--- src/rtl/spi_aes_frame_ctrl.sv ---
// Frame controller between a 16-bit SPI slave word port and a 128-bit AES core.
// Define CTRL_TIMEOUT_EN to add a watchdog on the RUN state (TIMEOUT_CYC cycles).
//
// state     | meaning
// ----------+----------------------------------------------------------
// S_IDLE    | waiting for a header word
// S_RX_KEY  | assembling key words, LS word first
// S_RX_TEXT | assembling plaintext words, LS word first
// S_RUN     | core started, waiting for AES_DONE
// S_TX      | streaming ciphertext words, one per master dummy word
module spi_aes_frame_ctrl #(
   parameter int BLOCK_W     = 128,
   parameter int WORD_W      = 16,
   parameter int WORDS       = BLOCK_W / WORD_W,
   parameter int TIMEOUT_CYC = 1024
) (
   input  logic               CLK,
   input  logic               RST_N,
   input  logic               SPI_CS,
   input  logic               SPI_DONE,
   input  logic [WORD_W-1:0]  SPI_RX_WORD,
   output logic [WORD_W-1:0]  SPI_TX_WORD,
   output logic               SPI_TX_VALID,
   output logic [BLOCK_W-1:0] AES_KEY,
   output logic [BLOCK_W-1:0] AES_TEXT,
   output logic               AES_START,
   input  logic               AES_DONE,
   input  logic [BLOCK_W-1:0] AES_RESULT,
   output logic               BUSY,
   output logic               ERR,
   output logic               KEY_VALID
);

   localparam int CNT_W = (WORDS > 1) ? $clog2(WORDS) : 1;
   localparam logic [CNT_W-1:0] CNT_LAST = CNT_W'(WORDS - 1);

   if (WORDS * WORD_W != BLOCK_W || WORD_W < 3 || TIMEOUT_CYC < 2) begin : g_bad_cfg
      $error("spi_aes_frame_ctrl: inconsistent parameters");
   end

   typedef enum logic [2:0] {
      S_IDLE,
      S_RX_KEY,
      S_RX_TEXT,
      S_RUN,
      S_TX
   } state_t;

   state_t             state, state_nxt;
   logic [CNT_W-1:0]   cnt, cnt_nxt;
   logic               done_q, cs_q;
   logic               word_evt, cs_rise;
   logic               err_nxt, kv_nxt;
   logic [WORD_W-1:0]  tx_word_nxt;
   logic               tx_valid_nxt, start_nxt;
   logic               key_we, text_we, buf_we;
   logic               status_req, completed;
   logic [BLOCK_W-1:0] tx_buf;
   logic [1:0]         op;

   assign word_evt = SPI_DONE & ~done_q;
   assign cs_rise  = SPI_CS & ~cs_q;
   assign op       = SPI_RX_WORD[WORD_W-1 -: 2];
   assign BUSY     = (state != S_IDLE);

`ifdef CTRL_TIMEOUT_EN
   localparam int TMR_W = $clog2(TIMEOUT_CYC);
   logic [TMR_W-1:0] tmr;

   // Loaded on RUN entry so it reaches zero TIMEOUT_CYC-1 cycles after the start pulse.
   always_ff @(posedge CLK or negedge RST_N) begin
      if (!RST_N)
         tmr <= '0;
      else if (start_nxt)
         tmr <= TMR_W'(TIMEOUT_CYC - 1);
      else if (state == S_RUN && tmr != '0)
         tmr <= tmr - TMR_W'(1);
   end
`endif

   always_ff @(posedge CLK or negedge RST_N) begin
      if (!RST_N) begin
         state        <= S_IDLE;
         cnt          <= '0;
         done_q       <= 1'b0;
         cs_q         <= 1'b0;
         ERR          <= 1'b0;
         KEY_VALID    <= 1'b0;
         SPI_TX_WORD  <= '0;
         SPI_TX_VALID <= 1'b0;
         AES_START    <= 1'b0;
         AES_KEY      <= '0;
         AES_TEXT     <= '0;
         tx_buf       <= '0;
      end else begin
         state        <= state_nxt;
         cnt          <= cnt_nxt;
         done_q       <= SPI_DONE;
         cs_q         <= SPI_CS;
         ERR          <= err_nxt;
         KEY_VALID    <= kv_nxt;
         SPI_TX_WORD  <= tx_word_nxt;
         SPI_TX_VALID <= tx_valid_nxt;
         AES_START    <= start_nxt;
         if (key_we)
            AES_KEY[int'(cnt)*WORD_W +: WORD_W] <= SPI_RX_WORD;
         if (text_we)
            AES_TEXT[int'(cnt)*WORD_W +: WORD_W] <= SPI_RX_WORD;
         if (buf_we)
            tx_buf <= AES_RESULT;
      end
   end

   always_comb begin
      state_nxt    = state;
      cnt_nxt      = cnt;
      err_nxt      = ERR;
      kv_nxt       = KEY_VALID;
      tx_word_nxt  = SPI_TX_WORD;
      tx_valid_nxt = 1'b0;
      start_nxt    = 1'b0;
      key_we       = 1'b0;
      text_we      = 1'b0;
      buf_we       = 1'b0;
      status_req   = 1'b0;
      completed    = 1'b0;

      case (state)
         S_IDLE: begin
            if (word_evt) begin
               status_req = 1'b1;
               case (op)
                  2'b01:   state_nxt = S_RX_KEY;
                  2'b10:   state_nxt = S_RX_TEXT;
                  2'b11:   err_nxt   = 1'b0;
                  default: ;
               endcase
            end
         end

         S_RX_KEY: begin
            if (word_evt) begin
               key_we = 1'b1;
               kv_nxt = 1'b0;
               if (cnt == CNT_LAST) begin
                  kv_nxt    = 1'b1;
                  state_nxt = S_IDLE;
                  cnt_nxt   = '0;
                  completed = 1'b1;
               end else begin
                  cnt_nxt = cnt + CNT_W'(1);
               end
            end
            // A word arriving with the CS rise is taken first; only an incomplete load aborts.
            if (cs_rise && !completed) begin
               kv_nxt    = 1'b0;
               err_nxt   = 1'b1;
               state_nxt = S_IDLE;
               cnt_nxt   = '0;
            end
         end

         S_RX_TEXT: begin
            if (word_evt) begin
               text_we = 1'b1;
               if (cnt == CNT_LAST) begin
                  cnt_nxt   = '0;
                  completed = 1'b1;
                  if (KEY_VALID) begin
                     state_nxt = S_RUN;
                     start_nxt = 1'b1;
                  end else begin
                     err_nxt   = 1'b1;
                     state_nxt = S_IDLE;
                  end
               end else begin
                  cnt_nxt = cnt + CNT_W'(1);
               end
            end
            if (cs_rise && !completed) begin
               err_nxt   = 1'b1;
               state_nxt = S_IDLE;
               cnt_nxt   = '0;
            end
         end

         S_RUN: begin
            if (AES_DONE) begin
               buf_we       = 1'b1;
               state_nxt    = S_TX;
               cnt_nxt      = '0;
               tx_word_nxt  = AES_RESULT[WORD_W-1:0];
               tx_valid_nxt = 1'b1;
            end
`ifdef CTRL_TIMEOUT_EN
            else if (tmr == '0) begin
               err_nxt   = 1'b1;
               state_nxt = S_IDLE;
            end
`endif
         end

         S_TX: begin
            if (word_evt) begin
               if (cnt == CNT_LAST) begin
                  state_nxt  = S_IDLE;
                  cnt_nxt    = '0;
                  status_req = 1'b1;
                  completed  = 1'b1;
               end else begin
                  cnt_nxt      = cnt + CNT_W'(1);
                  tx_word_nxt  = tx_buf[(int'(cnt) + 1)*WORD_W +: WORD_W];
                  tx_valid_nxt = 1'b1;
               end
            end
            if (cs_rise && !completed) begin
               err_nxt   = 1'b1;
               state_nxt = S_IDLE;
               cnt_nxt   = '0;
            end
         end

         default: begin
            state_nxt = S_IDLE;
            cnt_nxt   = '0;
         end
      endcase

      // Status reflects the flags as they will stand after this word is handled.
      if (status_req) begin
         tx_word_nxt  = {kv_nxt, err_nxt, (state_nxt != S_IDLE), {(WORD_W-3){1'b0}}};
         tx_valid_nxt = 1'b1;
      end
   end

endmodule
--- config.mk ---
export PLATFORM = sky130hd
export DESIGN_NAME = spi_aes_frame_ctrl
export DESIGN_NICKNAME = d
export VERILOG_FILES = /design/src/rtl/spi_aes_frame_ctrl.sv
export SDC_FILE = /design/constraint.sdc
export NUM_CORES = 1
export LEC_CHECK = 0
export ABC_CLOCK_PERIOD_IN_PS = 6200
export CORE_MARGIN = 4
export CORE_UTILIZATION = 30
export CTS_BUF_LIST = sky130_fd_sc_hd__clkbuf_4 sky130_fd_sc_hd__clkbuf_8
export DETAILED_ROUTE_END_ITERATION = 8
export HOLD_SLACK_MARGIN = 0.03
export PLACE_DENSITY = 0.59
export REMOVE_ABC_BUFFERS = 1
export SYNTH_ARGS = -nofsm -noshare
export SYNTH_HDL_FRONTEND = slang
export SYNTH_SLANG_ARGS = --single-unit
--- constraint.sdc ---
create_clock -name CLK -period 6.2 [get_ports CLK]
set_input_delay 1.24 -clock CLK [delete_from_list [all_inputs] [get_ports CLK]]
set_output_delay 1.24 -clock CLK [all_outputs]
set_load 0.01 [all_outputs]
-- Yosys cells after proc, flatten, opt, wreduce, memory -nomap -nowiden
Index checks and enable logic that the tools add are counted.
- flip-flop bits (word level): 412
- bits of input ports: 149
- output and inout port bits: 277
- word-level logic and storage cells: 104
- add/sub/neg operators: 3
- eq/ne operators: 12
- shift operators: 3
- multiplexer cells: 57
- bitwise operators: 5
- reductions and logical operators: 12
- operators by type and width (cell ; count):
    bitwise mux 128 bit ; 2
    variable shift 16 x 33 -> 128 bit, first input constant ; 1
    variable part select 128 x 9 -> 16 bit ; 1
    variable part select 16 x 33 -> 128 bit ; 1
    2-to-1 mux 16 bit ; 4
    2-to-1 mux 3 bit ; 15
    negator 7 -> 33 bit ; 1
    one-hot mux 16 bit (2 select lines) ; 1
    one-hot mux 3 bit (5 select lines) ; 2
    2-to-1 mux 1 bit ; 28
    inequality test 3 bit, second input constant ; 3
    nonzero test 3 bit ; 3
    == test 3 x 2 -> 1 bit, second input constant ; 2
    == test 3 bit, second input constant ; 2
    one-hot mux 3 bit (2 select lines) ; 1
    adder 3 x 1 -> 4 bit, second input constant ; 1
    == test 2 bit, second input constant ; 2
    one-hot mux 1 bit (2 select lines) ; 2
    one-hot mux 1 bit (4 select lines) ; 1
    AND reduction 4 bit ; 1
    adder 3 x 1 -> 3 bit, second input constant ; 1
    == test 3 x 1 -> 1 bit, second input constant ; 1
    logical AND 1 bit ; 3
    logical NOT 1 bit ; 3
    other kinds (7) ; 10

-- Longest topological paths before layout
Gate-level depths: netlist of run 1.
- depth after elaboration: 10
- mapped depth: 10
- gate-level depth less buffers: 7

-- Worst setup path before layout of run 1
OpenSTA, ideal clock, no wires.
- kind: input to register
- start point: in SPI_DONE
- end point: reg AES_KEY[22]
- setup time: 0.125 ns
- arrival time: 2.666 ns
- data required time: 6.075 ns
- slack: 3.409 ns
- stages on the path: 7
- buffers on the path: 2
- path through: nor2b_1 -> and2_1 -> nor3b_4 -> nor2b_1 -> buf_4 -> buf_6 -> mux2_2
- longest elaborated chain between the ends: 3
- ends and longest elaborated chain (element ; line ; RTL):
    start: declaration ; 20 ; input logic SPI_DONE,
    bitwise AND 1 bit ; 61 ; assign word_evt = SPI_DONE & ~done_q;
    2-to-1 mux 1 bit ; 142 ; if (word_evt) begin
    2-to-1 mux 1 bit ; 128 ; case (state)
    end signal: assignment ; 92 ; AES_KEY <= '0;
    end signal: indexed assignment ; 106 ; AES_KEY[int'(cnt)*WORD_W +: WORD_W] <= SPI_RX_WORD;
    end: declaration ; 24 ; output logic [BLOCK_W-1:0] AES_KEY,
Every way passes these cells.
A chain may end at the register's enable or synchronous reset.

-- Worst setup path after layout of run 1
- start point: reg cnt[0]
- end point: reg AES_TEXT[60]
- longest elaborated chain between the ends: 3
- elaborated cells on any way between the ends: 4
- those cells by class: 1 x add/sub; 2 x shift; 1 x mux
- ends and longest elaborated chain (element ; line ; RTL):
    start: declaration ; 50 ; logic [CNT_W-1:0] cnt, cnt_nxt;
    start signal: assignment ; 97 ; cnt <= cnt_nxt;
    negator 7 -> 33 bit (*) ; 108 ; AES_TEXT[int'(cnt)*WORD_W +: WORD_W] <= SPI_RX_WORD;
    variable part select 16 x 33 -> 128 bit / variable shift 16 x 33 -> 128 bit (equally long branches) ; 108 ;
    bitwise mux 128 bit (*) ; 108 ;
    end signal: assignment ; 93 ; AES_TEXT <= '0;
    end signal: indexed assignment ; 108 ;
    end: declaration ; 25 ; output logic [BLOCK_W-1:0] AES_TEXT,
Mark *: on every way between the ends. The rest lies on a longest branch, timed or not.

==> results.sh, run 1 <==
export IMPL_hold_violations=0
export IMPL_drive_above_1_share=0.335
export IMPL_cts_buffers=74
export IMPL_path_cells="inv_1 -> ha_1 -> ha_1 -> nor2b_1 -> nand4b_1 -> mux2_2"
export IMPL_die_y_um=241
export IMPL_cts_resized=0
export IMPL_cts_hold_buf=0
export IMPL_grt_util_met1=0.210
export IMPL_outcome="finished clean"
export IMPL_worstSetupPathType="flip-flop to flip-flop"
export IMPL_crit_buf_inv=1
export IMPL_synth_simple_area_share=0.0457
export IMPL_drv_cap=0
export IMPL_fin_tns_setup_ns=0
export IMPL_hold_start="AES_TEXT[62]$_DFFE_PN0P_"
export IMPL_p_sw_mw=2.56
export IMPL_comb_power_share=0.277
export IMPL_gp_congestion=0.792
export IMPL_route_detailed_drc=0
export IMPL_dp_slack_ns=2.03
export IMPL_synth_edf_count=0
export IMPL_leakage_nw=10.6
export IMPL_period_minus_slack_ns=3.51
export IMPL_synthAdderAreaFrac=0.00677
export IMPL_cp_top_family="simple AND/OR/NAND/NOR gates"
export IMPL_grt_util_met2=0.271
export IMPL_synthMuxAreaShare=0.275
export IMPL_synth_lib_cells_used_distinct=48
export IMPL_synth_top_family_by_area="multiplexers"
export IMPL_worst_clock_skew_ns=0.0399
export IMPL_nNetsFinal=1707
export IMPL_ys_flop_type="dfrtp_1"
export IMPL_grt_pass1_wl_mm=73.8
export IMPL_dpl_cell_area_sq_um=21200
export IMPL_final_antenna_net_count=0
export IMPL_start_kind="flip-flop"
export IMPL_top_level_ports=426
export IMPL_ir_drop_uv=211
export IMPL_synth_seq_cells=396
export IMPL_grt_max_degree=141
export IMPL_rr_startpoint="cnt[0]$_DFFE_PN0P_"
export IMPL_dr_total_vias=10913
export IMPL_pwr_share_clk=0.306
export IMPL_drt_iter0_markers=446
export IMPL_powerDensity_nw_per_um2=386
export IMPL_synthTopCellsByArea="dfrtp_1 (61%), mux2_2 (26%), nor2b_1 (1.3%)"
export IMPL_core_rowCount=85
export IMPL_use_met3=0.0761
export IMPL_required_ns=6.70
export IMPL_clk_pin_slew_ns=0.06
export IMPL_seqPwrFrac=0.417
export IMPL_cts_max_path_buffers=3
export IMPL_hold_path_depth=2
export IMPL_cpMaxStageDelayCell="nand4b_1"
export IMPL_worst_pin_slew_ns=1.14
export IMPL_yosys_area_share_xor_xnor=0
export IMPL_yosysSeqAreaShare=0.609
export IMPL_area_growth_pct=40.1
export IMPL_netlist_area_sq_um=16300
export IMPL_dieArea_sq_um=58000
export IMPL_syn_avg_cell_area_sq_um=14.7
export IMPL_r2r_cells=6
export IMPL_grt_overflow_total=0
export IMPL_htreeDepth=3
export IMPL_yosys_warnings=0
export IMPL_worstSkewPairLatency_ns=0.64
export IMPL_async_reset_ff_frac=1.00
export IMPL_finalSetupViolations=0
export IMPL_finalCritPeriodShare=0.566
export IMPL_port_buffers=425
export IMPL_drt_total_wl_mm=50.0
export IMPL_yosys_top_cells_count="dfrtp_1 (396), mux2_2 (373), clkbuf_1 (35), nand2_1 (35), nor2b_1 (34)"
export IMPL_cts_setup_buffers=0
export IMPL_cp_max_fo=28
export IMPL_hold_class="flip-flop to flip-flop"
export IMPL_setup_ws_ns=2.69
export IMPL_cts_tree="yes"
export IMPL_power_mw=8.80
export IMPL_worstSetupEndpointType="flip-flop"
export IMPL_synth_most_common_cell="dfrtp_1"
export IMPL_crit_path_frequent_cell="ha_1"
export IMPL_grt_antenna_before_repair=8
export IMPL_routed_via_density=4.74
export IMPL_min_to="AES_TEXT[62]$_DFFE_PN0P_"
export IMPL_start_util=0.303
export IMPL_dpl_hpwl_mm=35.0
export IMPL_maxClockFrequency_mhz=285
export IMPL_synth_top_cell_by_area="dfrtp_1"
export IMPL_cp_data_arrival_time_ns=4.01
export IMPL_rrSetupSlack_ns=2.69
export IMPL_top_usage_layer="met2"
export IMPL_synth_top_area_frac=0.609
export IMPL_chipWidth_um=241
export IMPL_stdcell_area_sq_um=22800
export IMPL_rr_endpoint="AES_TEXT[60]$_DFFE_PN0P_"
export IMPL_dr_pass1_iters=4
export IMPL_cts_root_buf="clkbuf_8"
export IMPL_relSlewSlack=0.234
export IMPL_numClockSinks=396
export IMPL_core_sq_um=53700
export IMPL_syn_inst=1109
export IMPL_grt_pass1_vias=11804
export IMPL_cpPeakStageDelay_ns=0.90
export IMPL_synth_compound_area_share=0.0411
export IMPL_hold_worst_slack_ns=0.479
export IMPL_track_usage=0.169
export IMPL_wire_per_inst_um=21.7
export IMPL_drv_slew=0
export IMPL_switching_share=0.292
export IMPL_power_internal_mw=6.23
export IMPL_grt_setup_unrepaired="false"
[sequential cells by signal, summed over array words and instances, names as in the netlist]
signal / flops
SPI_TX_WORD: 16
AES_KEY: 128
SPI_TX_VALID: 1
AES_TEXT: 128
tx_buf: 112
state: 3
done_q: 1
cnt: 3
AES_START: 1
cs_q: 1
KEY_VALID: 1
ERR: 1
[power groups by stage]
| stage | clock, mW | combinational [mW] | sequential, mW |
|---|---|---|---|
| after floorplan | 0 | 0.979 | 3.80 |
| after global placement | 0 | 2.44 | 3.69 |
| after detailed placement | 0 | 2.47 | 3.72 |
| after CTS | 2.80 | 2.48 | 3.68 |
| after global routing | 2.91 | 2.63 | 3.76 |
| final | 2.69 | 2.43 | 3.67 |
[layout by cell type (no fill, tap or decap), types with 10 or more instances in the layout]
cell type,synthesis,final
clkbuf_4,0,28
dfrtp_1,396,395
a2111oi_0,14,14
mux2_2,373,373
nor2b_1,34,32
o22ai_1,15,15
a21oi_1,16,16
nand2_1,35,35
o21ai_0,21,21
a211oi_1,16,16
mux2i_1,20,20
clkbuf_8,0,90
inv_1,10,10
clkdlybuf4s50_1,0,424
nor2_1,12,11
[tightest hold or removal path: cells and delay by family, from the launching register on]
kind               cells  cell delay (ns)
AOI/OAI and AO/OA      1             0.06
DFF                    1             0.34
and+or+nand+nor        1             0.04
[cells by family after synthesis]
| family | Yosys count |
|---|---|
| compound gates | 100 |
| buf+inv | 80 |
| mux | 396 |
| flops | 396 |
| simple gates | 128 |
| fa+ha+maj | 9 |
[cell type report]
cell class | instances | area (sq um)
Timing Repair Buffer | 435 | 4360
Multi-Input combinational cell | 633 | 6000
Clock buffer | 118 | 1450
Clock inverter | 12 | 150
Sequential cell | 396 | 9910
Antenna cell | 4 | 10.0
Tap cell | 696 | 871
Inverter | 10 | 37.5
Fill cell | 4966 | 30900
[worst max-delay path by stage]
| stage | from | cells after the start | endpoint |
|---|---|---|---|
| floorplan | AES_DONE | 5 | SPI_TX_WORD[13]$_DFFE_PN0P_ |
| global placement | SPI_DONE | 6 | AES_TEXT[29]$_DFFE_PN0P_ |
| detailed placement | SPI_DONE | 6 | AES_TEXT[21]$_DFFE_PN0P_ |
| CTS | cnt[0]$_DFFE_PN0P_ | 6 | AES_TEXT[57]$_DFFE_PN0P_ |
| global route | cnt[0]$_DFFE_PN0P_ | 6 | AES_TEXT[61]$_DFFE_PN0P_ |
| finish | cnt[0]$_DFFE_PN0P_ | 6 | AES_TEXT[60]$_DFFE_PN0P_ |
[metrics by stage]
step	cells	utilization
after floorplan	1039	-
after global placement	2170	0.394
after detailed placement	2170	0.394
after CTS	2300	0.424
after global routing	2300	0.424
final	2304	0.424
[metal layers]
layer | wire length [um] | share of wire | vias up
met4 | 795 | 0.016 | 10
met5 | 75 | 0.0015 | -
met3 | 5110 | 0.10 | 70
li1 | - | - | 4872
met2 | 23000 | 0.46 | 397
met1 | 21000 | 0.42 | 5564
Power figures use the tool's default switching activity.
==> inputs of run 2 (changes only) <==
Settings changed: ABC_CLOCK_PERIOD_IN_PS 6200 to 3370.
Clock period 6.2 ns to 3.37 ns, I/O delays scaled along.
==> results.sh, run 2 (synthesis gave the netlist of run 1 again) <==
export IMPL_outcome="finished clean"
export IMPL_core_rowCount=85
export IMPL_clk_pin_slew_ns=0.06
export IMPL_stdcell_area_sq_um=23100
export IMPL_cts_hold_buf=1
export IMPL_area_growth_pct=42.0
export IMPL_grt_overflow_total=0
export IMPL_cts_resized=0
export IMPL_routed_via_density=4.72
export IMPL_finalSetupViolations=0
export IMPL_p_sw_mw=4.72
export IMPL_setup_ws_ns=0.568
export IMPL_largestRegisters="AES_KEY (128), AES_TEXT (128), tx_buf (112)"
export IMPL_hold_worst_slack_ns=0.483
export IMPL_start_util=0.303
export IMPL_gp_congestion=0.788
export IMPL_dpl_cell_area_sq_um=21400
export IMPL_multi_input_area_sq_um=6000
export IMPL_cts_root_buf="clkbuf_8"
export IMPL_cp_top_family="flip-flops"
export IMPL_powerDensity_nw_per_um2=707
export IMPL_grt_setup_unrepaired="false"
export IMPL_cpPeakStageDelay_ns=0.55
export IMPL_cts_max_path_buffers=3
export IMPL_use_met3=0.0698
export IMPL_r2r_cells=8
export IMPL_track_usage=0.169
export IMPL_worstSetupEndpointType="output pin"
export IMPL_regArea_sq_um=9910
export IMPL_mostFrequentLayoutCells="clkdlybuf4s50_1 (424), dfrtp_1 (395), mux2_2 (373)"
export IMPL_die_y_um=241
export IMPL_period_minus_slack_ns=2.80
export IMPL_cts_buffers=75
export IMPL_dp_slack_ns=0.418
export IMPL_final_common_cell="clkdlybuf4s50_1"
export IMPL_final_antenna_net_count=0
export IMPL_worstSkewPairLatency_ns=0.65
export IMPL_cpMaxStageDelayCell="dfrtp_1"
export IMPL_grt_util_met1=0.210
export IMPL_comb_power_share=0.278
export IMPL_leakage_nw=10.8
export IMPL_top_level_ports=426
export IMPL_ir_drop_uv=304
export IMPL_post_place_cells=2198
export IMPL_crit_buf_inv=1
export IMPL_cts_setup_buffers=0
export IMPL_drt_iter0_markers=424
export IMPL_drv_cap=0
export IMPL_wire_per_inst_um=21.5
export IMPL_relSlewSlack=0.334
export IMPL_grt_pass1_vias=11752
export IMPL_port_buffers=425
export IMPL_numClockSinks=396
export IMPL_grt_antenna_before_repair=8
export IMPL_cp_num_cells=2
export IMPL_fillCellCount=4944
export IMPL_grt_pass1_wl_mm=74.2
export IMPL_cp_data_arrival_time_ns=2.13
export IMPL_finalCritPeriodShare=0.832
export IMPL_start_kind="flip-flop"
export IMPL_worstSetupPathType="flip-flop to output pin"
export IMPL_dr_total_vias=10989
export IMPL_drive_above_1_share=0.345
export IMPL_drv_slew=0
export IMPL_cts_tree="yes"
export IMPL_seqPwrFrac=0.410
export IMPL_switching_share=0.289
export IMPL_dieArea_sq_um=58000
export IMPL_route_detailed_drc=0
export IMPL_required_ns=2.70
export IMPL_worst_pin_slew_ns=0.996
export IMPL_core_sq_um=53700
export IMPL_hold_class="flip-flop to flip-flop"
export IMPL_hold_violations=0
export IMPL_grt_max_degree=116
export IMPL_drt_total_wl_mm=50.0
export IMPL_path_cells="or3_1 -> clkdlybuf4s50_1"
export IMPL_nNetsFinal=1737
export IMPL_final_util=0.430
export IMPL_htreeDepth=3
export IMPL_maxClockFrequency_mhz=357
export IMPL_final_cell_count_no_fill=2330
export IMPL_cp_max_fo=14
export IMPL_chipWidth_um=241
export IMPL_top_usage_layer="met2"
export IMPL_worst_clock_skew_ns=0.0439
export IMPL_dr_pass1_iters=6
export IMPL_pwr_share_clk=0.312
export IMPL_hold_path_depth=2
export IMPL_dpl_hpwl_mm=35.2
export IMPL_power_internal_mw=11.6
export IMPL_grt_util_met2=0.272
## run 2: changes by cell type in the layout (fill, tap and decap cells not counted), sizes merged
cell         change
buf             +28
clkbuf           -5
clkinvlp         -3
bufinv           +2
clkinv           +2
inv              +2
diode            -1
dlygate4sd3      +1
## run 2: per-layer routing
metal  vias to the layer above  routed length [um]
met4                        12                 828
met2                       389               23100
met5                         -                  69
li1                       4943                   -
met3                        72                4940
met1                      5573               21000
## run 2: power groups by stage
stage / clock, mW / sequential, mW / combinational [mW]
CTS: 5.28 / 6.71 / 4.63
detailed placement: 0 / 6.79 / 4.61
global placement: 0 / 6.73 / 4.55
floorplan: 0 / 6.99 / 1.80
finish: 5.09 / 6.70 / 4.54
global route: 5.53 / 6.85 / 4.92
## run 2: final timing paths
path                                                from                  endpoint  slack [ns]
worst max-delay path                  state[1]$_DFF_PN0_                      BUSY        0.57
worst min register to register  AES_TEXT[50]$_DFFE_PN0P_  AES_TEXT[50]$_DFFE_PN0P_        0.48
max in group asynchronous                          RST_N        cnt[0]$_DFFE_PN0P_        1.89
worst min-delay path            AES_TEXT[50]$_DFFE_PN0P_  AES_TEXT[50]$_DFFE_PN0P_        0.48
min in group asynchronous                          RST_N   AES_KEY[67]$_DFFE_PN0P_        0.65
worst max register to register        cnt[1]$_DFFE_PN0P_   AES_KEY[65]$_DFFE_PN0P_        0.64
## run 2: layout make-up
cell class / count / area share
Clock inverter: 15 / 0.0102
Tap cell: 696 / 0.0377
Clock buffer: 113 / 0.0608
Sequential cell: 396 / 0.429
Multi-Input combinational cell: 633 / 0.259
Timing Repair Buffer: 464 / 0.201
Inverter: 10 / 0.00162
Antenna cell: 3 / 0.000325
## run 2: tightest hold or removal path: cells and delay by family, from the launching register on
| family | cells | cell delay [ns] |
|---|---|---|
| and+or+nand+nor | 1 | 0.05 |
| DFF | 1 | 0.34 |
| AOI/OAI and AO/OA | 1 | 0.06 |
## run 2: per-stage QoR
step	power [mW]	setup TNS, ns
floorplan	8.79	-456.82
global placement	11.3	0
detailed placement	11.4	0
CTS	16.6	0
global route	17.3	0
finish	16.3	0
